### src/rtl/fir_out_level_meter.sv
// Requantizes the bandstop filter output to OUT_WIDTH bits (round-half-up, saturating)
// and reports energy and peak magnitude of the requantized stream per WIN_LEN-sample window.
//
// state  | meaning
// SETTLE | discarding filter-fill samples after reset/clr
// ACCUM  | accumulating energy and peak over the current window
module fir_out_level_meter #(
  parameter int IN_WIDTH  = 38,
  parameter int OUT_WIDTH = 16,
  parameter int SHIFT     = 15,
  parameter int WIN_LEN   = 256,
  parameter int SETTLE    = 51,
  localparam int E_WIDTH  = 2*OUT_WIDTH + $clog2(WIN_LEN)
) (
  input  logic                        clk,
  input  logic                        rst,
  input  logic                        clr,
  input  logic                        in_valid,
  input  logic signed [IN_WIDTH-1:0]  y_in,
  output logic signed [OUT_WIDTH-1:0] y_q,
  output logic                        y_q_valid,
  output logic                        sat_flag,
  output logic [E_WIDTH-1:0]          energy,
  output logic [OUT_WIDTH-1:0]        peak,
  output logic                        meas_valid
);

  localparam int CNT_W = $clog2(((SETTLE > WIN_LEN) ? SETTLE : WIN_LEN) + 1);
  localparam logic [CNT_W-1:0] SETTLE_LD = CNT_W'((SETTLE > 0) ? SETTLE - 1 : 0);
  localparam logic [CNT_W-1:0] WIN_LD    = CNT_W'(WIN_LEN - 1);
  localparam logic [CNT_W-1:0] CNT_RST   = (SETTLE > 0) ? SETTLE_LD : WIN_LD;
  localparam logic signed [IN_WIDTH:0] HALF = (IN_WIDTH+1)'(1) << (SHIFT - 1);
  localparam logic signed [OUT_WIDTH-1:0] Q_MAX = {1'b0, {(OUT_WIDTH-1){1'b1}}};
  localparam logic signed [OUT_WIDTH-1:0] Q_MIN = {1'b1, {(OUT_WIDTH-1){1'b0}}};

  typedef enum logic {S_SETTLE, S_ACCUM} state_t;
  localparam state_t RST_STATE = (SETTLE > 0) ? S_SETTLE : S_ACCUM;

  // One extra bit of headroom keeps the rounding add from wrapping.
  logic signed [IN_WIDTH:0]    rnd_sum;
  logic signed [IN_WIDTH:0]    rnd_shr;
  logic                        sat_hi;
  logic                        sat_lo;
  logic signed [OUT_WIDTH-1:0] q_nxt;

  always_comb begin
    rnd_sum = {y_in[IN_WIDTH-1], y_in} + HALF;
    rnd_shr = rnd_sum >>> SHIFT;
    sat_hi  = !rnd_shr[IN_WIDTH] && (|rnd_shr[IN_WIDTH-1:OUT_WIDTH-1]);
    sat_lo  = rnd_shr[IN_WIDTH] && !(&rnd_shr[IN_WIDTH-1:OUT_WIDTH-1]);
    if (sat_hi)      q_nxt = Q_MAX;
    else if (sat_lo) q_nxt = Q_MIN;
    else             q_nxt = rnd_shr[OUT_WIDTH-1:0];
  end

  always_ff @(posedge clk or posedge rst) begin
    if (rst) begin
      y_q       <= '0;
      y_q_valid <= 1'b0;
      sat_flag  <= 1'b0;
    end else begin
      y_q_valid <= in_valid;
      if (in_valid) y_q <= q_nxt;
      if (clr)                             sat_flag <= 1'b0;
      else if (in_valid && (sat_hi || sat_lo)) sat_flag <= 1'b1;
    end
  end

  state_t                      state, state_nxt;
  logic [CNT_W-1:0]            cnt, cnt_nxt;
  logic [E_WIDTH-1:0]          acc_e, acc_e_nxt, energy_nxt, acc_e_sum;
  logic [OUT_WIDTH-1:0]        acc_p, acc_p_nxt, peak_nxt, acc_p_max, mag;
  logic signed [2*OUT_WIDTH-1:0] sq;
  logic                        meas_nxt;

  // |Q_MIN| does not fit, so it is clamped to Q_MAX.
  always_comb begin
    sq = y_q * y_q;
    if (y_q == Q_MIN)  mag = Q_MAX;
    else if (y_q[OUT_WIDTH-1]) mag = -y_q;
    else               mag = y_q;
    acc_e_sum = acc_e + E_WIDTH'(unsigned'(sq));
    acc_p_max = (mag > acc_p) ? mag : acc_p;
  end

  always_comb begin
    state_nxt  = state;
    cnt_nxt    = cnt;
    acc_e_nxt  = acc_e;
    acc_p_nxt  = acc_p;
    energy_nxt = energy;
    peak_nxt   = peak;
    meas_nxt   = 1'b0;
    if (clr) begin
      state_nxt = RST_STATE;
      cnt_nxt   = CNT_RST;
      acc_e_nxt = '0;
      acc_p_nxt = '0;
    end else if (y_q_valid) begin
      case (state)
        S_SETTLE: begin
          if (cnt == '0) begin
            state_nxt = S_ACCUM;
            cnt_nxt   = WIN_LD;
          end else begin
            cnt_nxt = cnt - CNT_W'(1);
          end
        end
        S_ACCUM: begin
          if (cnt == '0) begin
            energy_nxt = acc_e_sum;
            peak_nxt   = acc_p_max;
            meas_nxt   = 1'b1;
            acc_e_nxt  = '0;
            acc_p_nxt  = '0;
            cnt_nxt    = WIN_LD;
          end else begin
            acc_e_nxt = acc_e_sum;
            acc_p_nxt = acc_p_max;
            cnt_nxt   = cnt - CNT_W'(1);
          end
        end
      endcase
    end
  end

  always_ff @(posedge clk or posedge rst) begin
    if (rst) begin
      state      <= RST_STATE;
      cnt        <= CNT_RST;
      acc_e      <= '0;
      acc_p      <= '0;
      energy     <= '0;
      peak       <= '0;
      meas_valid <= 1'b0;
    end else begin
      state      <= state_nxt;
      cnt        <= cnt_nxt;
      acc_e      <= acc_e_nxt;
      acc_p      <= acc_p_nxt;
      energy     <= energy_nxt;
      peak       <= peak_nxt;
      meas_valid <= meas_nxt;
    end
  end

endmodule

### config.mk
export PLATFORM = sky130hd
export DESIGN_NAME = fir_out_level_meter
export DESIGN_NICKNAME = d
export VERILOG_FILES = /design/src/rtl/fir_out_level_meter.sv
export SDC_FILE = /design/constraint.sdc
export NUM_CORES = 1
export LEC_CHECK = 0
export CAP_MARGIN = 20
export CELL_PAD_IN_SITES_DETAIL_PLACEMENT = 0
export CELL_PAD_IN_SITES_GLOBAL_PLACEMENT = 1
export CORE_MARGIN = 8
export CORE_UTILIZATION = 35
export CTS_CLUSTER_SIZE = 16
export DETAILED_ROUTE_END_ITERATION = 8
export PLACE_DENSITY_LB_ADDON = 0.1
export SLEW_MARGIN = 10
export SYNTH_ARGS = -nofsm -noshare
export SYNTH_HDL_FRONTEND = slang
export SYNTH_SLANG_ARGS = --single-unit
### constraint.sdc
create_clock -name clk -period 17.75 [get_ports clk]
set_input_delay 4.4375 -clock clk [delete_from_list [all_inputs] [get_ports clk]]
set_output_delay 4.4375 -clock clk [all_outputs]
set_load 0.03 [all_outputs]
======== Yosys cells after proc, flatten, opt, wreduce, memory -nomap -nowiden ========
Index checks and enable logic that the tools add are counted.
storage, ports and cells
  bits in registers ....................... 141
  input port bits ......................... 42
  word-level logic and storage cells ...... 57
operators by class
  add/subtract/negate cells ............... 4
  $mul .................................... 1
  magnitude comparators ................... 1
  equal/unequal tests ..................... 1
  mux-type cells .......................... 25
  bitwise operators ....................... 1
  reduce and logical (&&, ||, !) cells .... 14
operator list
  kind                                                                 number
  40-bit 2-to-1 mux                                                    4
  16-bit 2-to-1 mux                                                    9
  40-bit by 32-bit adder with 40-bit output                            1
  38-bit by 16-bit adder with 39-bit output (second input constant)    1
  16-bit by 16-bit multiplier with 32-bit output                       1
  9-bit 2-to-1 mux                                                     3
  16-bit equality test (second input constant)                         1
  16-bit greater-than comparator                                       1
  16-bit negation                                                      1
  9-bit logical NOT                                                    1
  1-bit 2-to-1 mux                                                     9
  9-bit AND reduction                                                  1
  9-bit OR reduction                                                   1
  9-bit by 1-bit subtractor with 9-bit output (second input constant)  1
  2-bit nonzero test                                                   3
  4-bit AND reduction                                                  1
  1-bit logical AND                                                    3
  1-bit logical NOT                                                    2
  2-bit AND reduction                                                  1
  1-bit logical OR                                                     1
  1-bit NOT                                                            1

======== Longest topological paths before layout ========
Gate-level depths: netlist (run 1).
  depth in word-level cells ............... 9
  depth in mapped cells ................... 35

======== Worst setup path before layout (run 1) ========
OpenSTA, ideal clock, no wires.
  path type ............................... flip-flop to flip-flop
  from .................................... register y_q[6]
  to ...................................... register acc_e[36]
  library setup time ...................... 0.082 ns
  arrival time ............................ 8.465 ns
  setup slack ............................. 9.203 ns
  stages on the path, launching flop included .. 33
  period minus slack after synthesis ...... 8.547 ns
  path through ............................ dfrtp_1 -> clkbuf_1 -> clkbuf_1 -> nand2_1 -> fa_1 -> inv_1 -> fa_1 -> fa_1 -> fa_1 -> fa_1 -> inv_1 -> fa_1 -> inv_1 -> ha_1 -> clkbuf_1 -> and4_1 -> and4_1 -> a21o_1 -> a31o_2 -> o21a_1 -> o21ai_0 -> mux2i_1 -> o211ai_1 -> ha_1 -> a21o_1 -> a21o_1 -> a21o_1 -> a21o_1 -> a21o_1 -> a211oi_1 -> a21oi_1 -> nand2b_1 -> a31oi_1
between the ends
  cells in the longest elaborated chain, start to end .. 6
RTL lines
  item                                            line  RTL
  start, declared                                 20    output logic signed [OUT_WIDTH-1:0] y_q,
  start signal, assigned                          63    if (in_valid) y_q <= q_nxt;
  16-bit by 16-bit multiplier with 32-bit output  78    sq = y_q * y_q;
  40-bit by 32-bit adder with 40-bit output       82    acc_e_sum = acc_e + E_WIDTH'(unsigned'(sq));
  40-bit 2-to-1 mux                               110   if (cnt == '0) begin
  40-bit 2-to-1 mux                               100   case (state)
  40-bit 2-to-1 mux                               99    end else if (y_q_valid) begin
  40-bit 2-to-1 mux                               94    if (clr) begin
  end signal, assigned                            139   acc_e <= acc_e_nxt;
  end, declared                                   71    logic [E_WIDTH-1:0] acc_e, acc_e_nxt, energy_nxt, acc_e_sum;
No other way between the ends. The select of a mux whose other input is x is not followed.
A chain may end at the register's enable or synchronous reset.

======== Worst setup path in the final report (run 1) ========
  from .................................... register y_q[10]
  to ...................................... register acc_e[31]
The elaborated chain is that of the path after synthesis.

==> out/summary.txt, run 1 <==
outcome -> finished clean
slew margin rel. -> 30.60%
Initial DRT Pass Iterations -> 5
# H-tree levels -> 4
# IOs -> 117
Hold Vio Cnt, Final -> 0
number of synthesized register bits -> 141
drt wl/cell -> 18.02 um
clk buf depth -> 2
final setup violating endpoints -> 0
Slew @ Worst Pin -> 1.041 ns
number of global-route vias before repair -> 14121
final WL -> 48790 um
Largest stage delay, worst path -> 0.88 ns
ratio of cells with drive above 1 in the final layout -> 4.668%
gr usage total -> 17.81%
synth warn -> 0
grt total ovfl -> 0
antenna viol nets, final -> 0
Crit Path Category -> reg -> reg
async set-reset flop share out of synthesis -> 100.0%
Die H -> 240.4 um
NumNets Final -> 2447
worst min path class -> reg -> reg
Mapped Cells -> 1951
CTS buffer count -> 17
hold endpoint -> peak[3]$_DFFE_PP0P_
global-route wire length before repair -> 79940 um
Worst-path clk slew -> 0.07 ns
GPL Wtd Cong -> 0.8037
Post-CTS Hold Fix Bufs -> 0
RSZ-0062 raised after global routing -> no
setup total negative slack -> 0 ns
most used flip-flop cell after synthesis -> dfrtp_1
synth unique cells -> 74
core area -> 49970 sq um
worst skew pair latency -> 0.47 ns
cts repair resizes -> 0
max-cap violations -> 0
CTS Root Cell -> clkbuf_16
number of flops mapped to enable cells by yosys -> 0
Period minus WS final -> 9.807 ns
TritonCTS Sinks -> 141
Worst R2R End -> acc_e[31]$_DFFE_PP0P_
hold depth -> 2
ant diodes -> 0
dpl hpwl -> 38140 um
reg2reg path depth -> 31
endpoint class of the critical path -> register
starting density of the core -> 35.29%
Post-Syn Nets -> 2376
largest net degree at the start of global routing -> 79
Mean Syn Cell Area -> 9.037 sq um
PortBufs -> 102
via/cell ratio -> 4.925
Slew Limit Fails -> 0
Iteration-0 DRC Markers -> 703
CP required -> 18.06 ns
Vias -> 13332
Hold Startpoint -> peak[3]$_DFFE_PP0P_
period utilization -> 55.25%
post-CTS setup buffer count -> 0
crit path max-delay cell type -> dfrtp_1
r2r startpoint -> y_q[10]$_DFFE_PP0P_
flop2flop setup slack -> 7.94 ns
Fmax achieved -> 102.0 MHz
Layout area overhead -> 13.33%
CTS tree -> done
register area share after synthesis -> 20.03%
die footprint -> 57810 sq um
mapped cell area -> 17630 sq um
CP most frequent cell -> fa_1
Setup Skew -> 0.01040 ns
number of remaining DRC errors -> 0
Die X -> 240.4 um
Critical Path AT -> 10.12 ns
CP max FO -> 15
# rows -> 82
antenna violations before repair -> 0
startpoint types -> register
-- flip-flops by register name, indices dropped and copies added (netlist names) --
signal / cells
meas_valid: 1
peak: 16
acc_p: 16
y_q_valid: 1
sat_flag: 1
y_q: 16
acc_e: 40
cnt: 9
energy: 40
state: 1
-- per-stage QoR --
stage                     hold WS (ns)  worst slack (ns)  utilization, %  instances  instance area, sq um
after floorplan                 0.4563             9.203               -       1951                 17630
after global placement          0.4612             7.959           38.79       2675                 19380
after detailed placement        0.4613             7.957           38.79       2675                 19380
after CTS                       0.4827             7.803           39.99       2707                 19980
after global routing            0.4988             7.199           39.99       2707                 19980
final                           0.4745             7.943           39.99       2707                 19980
-- cell type report --
class | count | area, sq um
Fill cell | 5129 | 29980
Clock inverter | 13 | 155.1
Clock buffer | 19 | 442.9
Sequential cell | 141 | 3532
Timing Repair Buffer | 122 | 1171
Tap cell | 672 | 840.8
Multi-Input combinational cell | 1358 | 12400
Inverter | 382 | 1439
-- worst max path at each step --
| stage | from | to | slack (ns) | cells after the start |
|---|---|---|---|---|
| 2_1_floorplan | y_q[6]$_DFFE_PP0P_ | acc_e[36]$_DFFE_PP0P_ | 9.20 | 32 |
| 3_3_place_gp | y_q[10]$_DFFE_PP0P_ | acc_e[31]$_DFFE_PP0P_ | 7.96 | 31 |
| 3_5_place_dp | y_q[10]$_DFFE_PP0P_ | acc_e[31]$_DFFE_PP0P_ | 7.96 | 31 |
| 4_1_cts | y_q[10]$_DFFE_PP0P_ | acc_e[31]$_DFFE_PP0P_ | 7.80 | 31 |
| 5_1_grt | y_q[10]$_DFFE_PP0P_ | acc_e[31]$_DFFE_PP0P_ | 7.20 | 31 |
| 6_report | y_q[10]$_DFFE_PP0P_ | acc_e[31]$_DFFE_PP0P_ | 7.94 | 31 |
-- synth_stat cells (all sizes together), types with 7 or more instances --
cell type,count,share of area [%]
mux2,9,0.57
nand4,16,0.57
buf,10,0.29
nand2b,11,0.43
dfrtp,138,20
and3,15,0.53
a311oi,7,0.38
mux2i,17,0.97
xnor2,67,3.3
o211ai,11,0.47
nand3,33,0.94
or3,11,0.39
o31ai,12,0.51
a21oi,70,2.0
a211oi,9,0.38
inv,377,8.0
ha,145,10
o22a,14,0.70
or2,10,0.37
fa,238,27
a31oi,13,0.46
xor2,33,1.6
nor4,7,0.32
a22o,47,2.3
o21a,14,0.60
and2,30,1.1
nand2,233,5.0
nor2b,14,0.50
nor3,18,0.51
nor2,98,2.1
a21o,31,1.3
clkbuf,60,1.3
o21ai,75,2.1
-- kinds of logic after synthesis --
group,share of synthesized area [%]
buffers and inverters,9.700
multiplexers,1.540
adder cells (fa/ha/maj),37.31
XOR/XNOR,4.967
AO/OA/AOI/OAI,13.31
flip-flops,20.03
AND/OR/NAND/NOR,13.14
-- layer usage --
layer	up-vias	wire (um)	track usage, %
met1	6679	22980	24.42
met3	37	1517	2.464
met4	0	717	4.338
met2	171	23580	29.45
li1	6445	-	-
met5	-	0	0
-- critical path, delay by kind of cell (launching register included) --
kind                       cells  cell delay, ns
and+or+nand+nor                3            0.63
xor gates and xnor gates       1            0.25
DFF                            1            0.88
buffers and inverters          7            1.17
adders and majority gates      8            3.62
AOI/OAI and AO/OA             12            3.07
-- cell usage in the layout, fill, tap and decap left out, types with 20 or more instances in the layout --
cell type and count:
a22o_1 47, buf_4 20, dfrtp_1 138, o21ai_0 72, a21o_1 31, nand3_1 33
and2_1 30, nor2_1 98, clkdlybuf4s50_1 102, fa_1 238, a21oi_1 69, xor2_1 33
inv_1 375, ha_1 145, xnor2_1 67, nand2_1 232
Power of run 1 is left out: the tool's default activity adds up to more than one toggle a clock period on the data nets, which glitch-free logic cannot reach.
==> run 2, diff against run 1 <==
clock period = 9.83 ns   (was 17.75 ns; I/O delays follow)
==> out/summary.txt, run 2 (synthesis gave the netlist of run 1 again) <==
starting density of the core -> 35.29% (unchanged)
CP max FO -> 23 (was 15)
CTS Root Cell -> clkbuf_16 (unchanged)
Vias -> 13407 (was 13332)
via/cell ratio -> 4.897 (was 4.925)
crit path max-delay cell type -> dfrtp_1 (unchanged)
CTS buffer count -> 17 (unchanged)
PortBufs -> 102 (unchanged)
Slew Limit Fails -> 0 (unchanged)
clk buf depth -> 2 (unchanged)
number of global-route vias before repair -> 14179 (was 14121)
core area -> 49970 sq um (unchanged)
setup total negative slack -> 0 ns (unchanged)
Top Registers -> acc_e (40), energy (40) (unchanged)
period utilization -> 90.94% (was 55.25%)
RSZ-0062 raised after global routing -> no (unchanged)
Final Non-Filler Cells -> 2738 (was 2707)
antenna viol nets, final -> 0 (unchanged)
# rows -> 82 (unchanged)
post-CTS setup buffer count -> 0 (unchanged)
TritonCTS Sinks -> 141 (unchanged)
endpoint class of the critical path -> register (unchanged)
startpoint types -> register (unchanged)
commonest non-fill, non-tap cell in the layout -> inv_1 (unchanged)
final setup violating endpoints -> 0 (unchanged)
Critical Path AT -> 9.35 ns (was 10.12 ns)
Crit Path Category -> reg -> reg (unchanged)
max-cap violations -> 0 (unchanged)
CTS tree -> done (unchanged)
ratio of cells with drive above 1 in the final layout -> 6.050% (was 4.668%)
Die X -> 240.4 um (unchanged)
CP required -> 10.24 ns (was 18.06 ns)
Cells after DPL -> 2706 (was 2675)
grt total ovfl -> 0 (unchanged)
worst skew pair latency -> 0.48 ns (was 0.47 ns)
die footprint -> 57810 sq um (unchanged)
GPL Wtd Cong -> 0.8265 (was 0.8037)
Layout area overhead -> 14.45% (was 13.33%)
Initial DRT Pass Iterations -> 5 (unchanged)
gr usage total -> 17.78% (was 17.81%)
NumNets Final -> 2478 (was 2447)
dpl hpwl -> 39450 um (was 38140 um)
number of remaining DRC errors -> 0 (unchanged)
final WL -> 48960 um (was 48790 um)
worst min path class -> reg -> reg (unchanged)
Post-CTS Hold Fix Bufs -> 0 (unchanged)
outcome -> finished clean (unchanged)
Hold Vio Cnt, Final -> 0 (unchanged)
most frequent cells in the layout -> inv_1, fa_1, nand2_1 (unchanged)
slew margin rel. -> 28.83% (was 30.60%)
Largest stage delay, worst path -> 1.04 ns (was 0.88 ns)
global-route wire length before repair -> 80500 um (was 79940 um)
Worst-path clk slew -> 0.06 ns (was 0.07 ns)
cts repair resizes -> 0 (unchanged)
Setup Skew -> 0.01727 ns (was 0.01040 ns)
largest net degree at the start of global routing -> 91 (was 79)
# H-tree levels -> 4 (unchanged)
Die H -> 240.4 um (unchanged)
Fmax achieved -> 111.9 MHz (was 102.0 MHz)
Iteration-0 DRC Markers -> 687 (was 703)
Slew @ Worst Pin -> 1.068 ns (was 1.041 ns)
FILL cells -> 5149 (was 5129)
ant diodes -> 0 (unchanged)
# IOs -> 117 (unchanged)
antenna violations before repair -> 0 (unchanged)
Period minus WS final -> 8.939 ns (was 9.807 ns)
drt wl/cell -> 17.88 um (was 18.02 um)
==> run 2: changes by cell type in the layout (fill, tap and decap cells not counted) <==
cell / before / now
buf_4: 20 / 51
bufinv_16: 2 / 1
clkbuf_1: 1 / 2
clkbuf_8: 1 / 0
clkinv_2: 1 / 0
clkinv_4: 2 / 3
clkinvlp_4: 2 / 3
inv_6: 5 / 7
inv_8: 2 / 0
==> run 2: metrics by stage <==
step | hold slack (ns) | cell area (sq um) | util (%) | worst slack [ns]
2_1_floorplan | 0.4563 | 17630 | - | 1.283
3_3_place_gp | 0.4600 | 19620 | 39.26 | 0.9061
3_5_place_dp | 0.4612 | 19620 | 39.26 | 0.8362
4_1_cts | 0.4784 | 20180 | 40.39 | 0.8280
5_1_grt | 0.4934 | 20180 | 40.39 | 0.3759
6_report | 0.4755 | 20180 | 40.39 | 0.8907
==> run 2: worst max-delay path, delay by kind of cell (launching register included) <==
kind                       cells  cell delay [ns]
AOI/OAI and AO/OA             14             2.64
adders and majority gates      8             3.91
buffers and inverters          4             0.33
DFF                            1             1.04
muxes                          1             0.21
and+or+nand+nor                3             0.73
==> run 2: area by class of cell <==
| type | instances | area [sq um] | share of cell area, % |
|---|---|---|---|
| tap | 672 | 840.8 | 4.166 |
| timing repair buffer | 153 | 1404 | 6.956 |
| multi-input combinational | 1358 | 12400 | 61.45 |
| clock buffer | 19 | 432.9 | 2.145 |
| sequential | 141 | 3532 | 17.50 |
| clock inverter | 13 | 131.4 | 0.6510 |
| inverter | 382 | 1439 | 7.130 |
==> run 2: metal layers <==
layer  wire [um]  GRT usage [%]  up-vias
met5           0              0        -
met4         731          4.430        0
met3        1684          2.716       36
met2       23480          29.14      173
met1       23070          24.41     6708
li1            -              -     6490
==> run 2: path summary, 6_finish.rpt <==
kind / startpoint / to / slack, ns / depth (start not counted)
worst min register to register: energy[9]$_DFFE_PP0P_ / energy[9]$_DFFE_PP0P_ / 0.48 / 2
min in group asynchronous: rst / peak[9]$_DFFE_PP0P_ / 2.55 / 2
max in group asynchronous: rst / acc_e[11]$_DFFE_PP0P_ / 5.99 / 3
worst max-delay path: y_q[5]$_DFFE_PP0P_ / acc_e[34]$_DFFE_PP0P_ / 0.89 / 30
worst max register to register: y_q[5]$_DFFE_PP0P_ / acc_e[34]$_DFFE_PP0P_ / 0.89 / 30
worst min-delay path: energy[9]$_DFFE_PP0P_ / energy[9]$_DFFE_PP0P_ / 0.48 / 2
Power of run 2 is left out for the same reason.
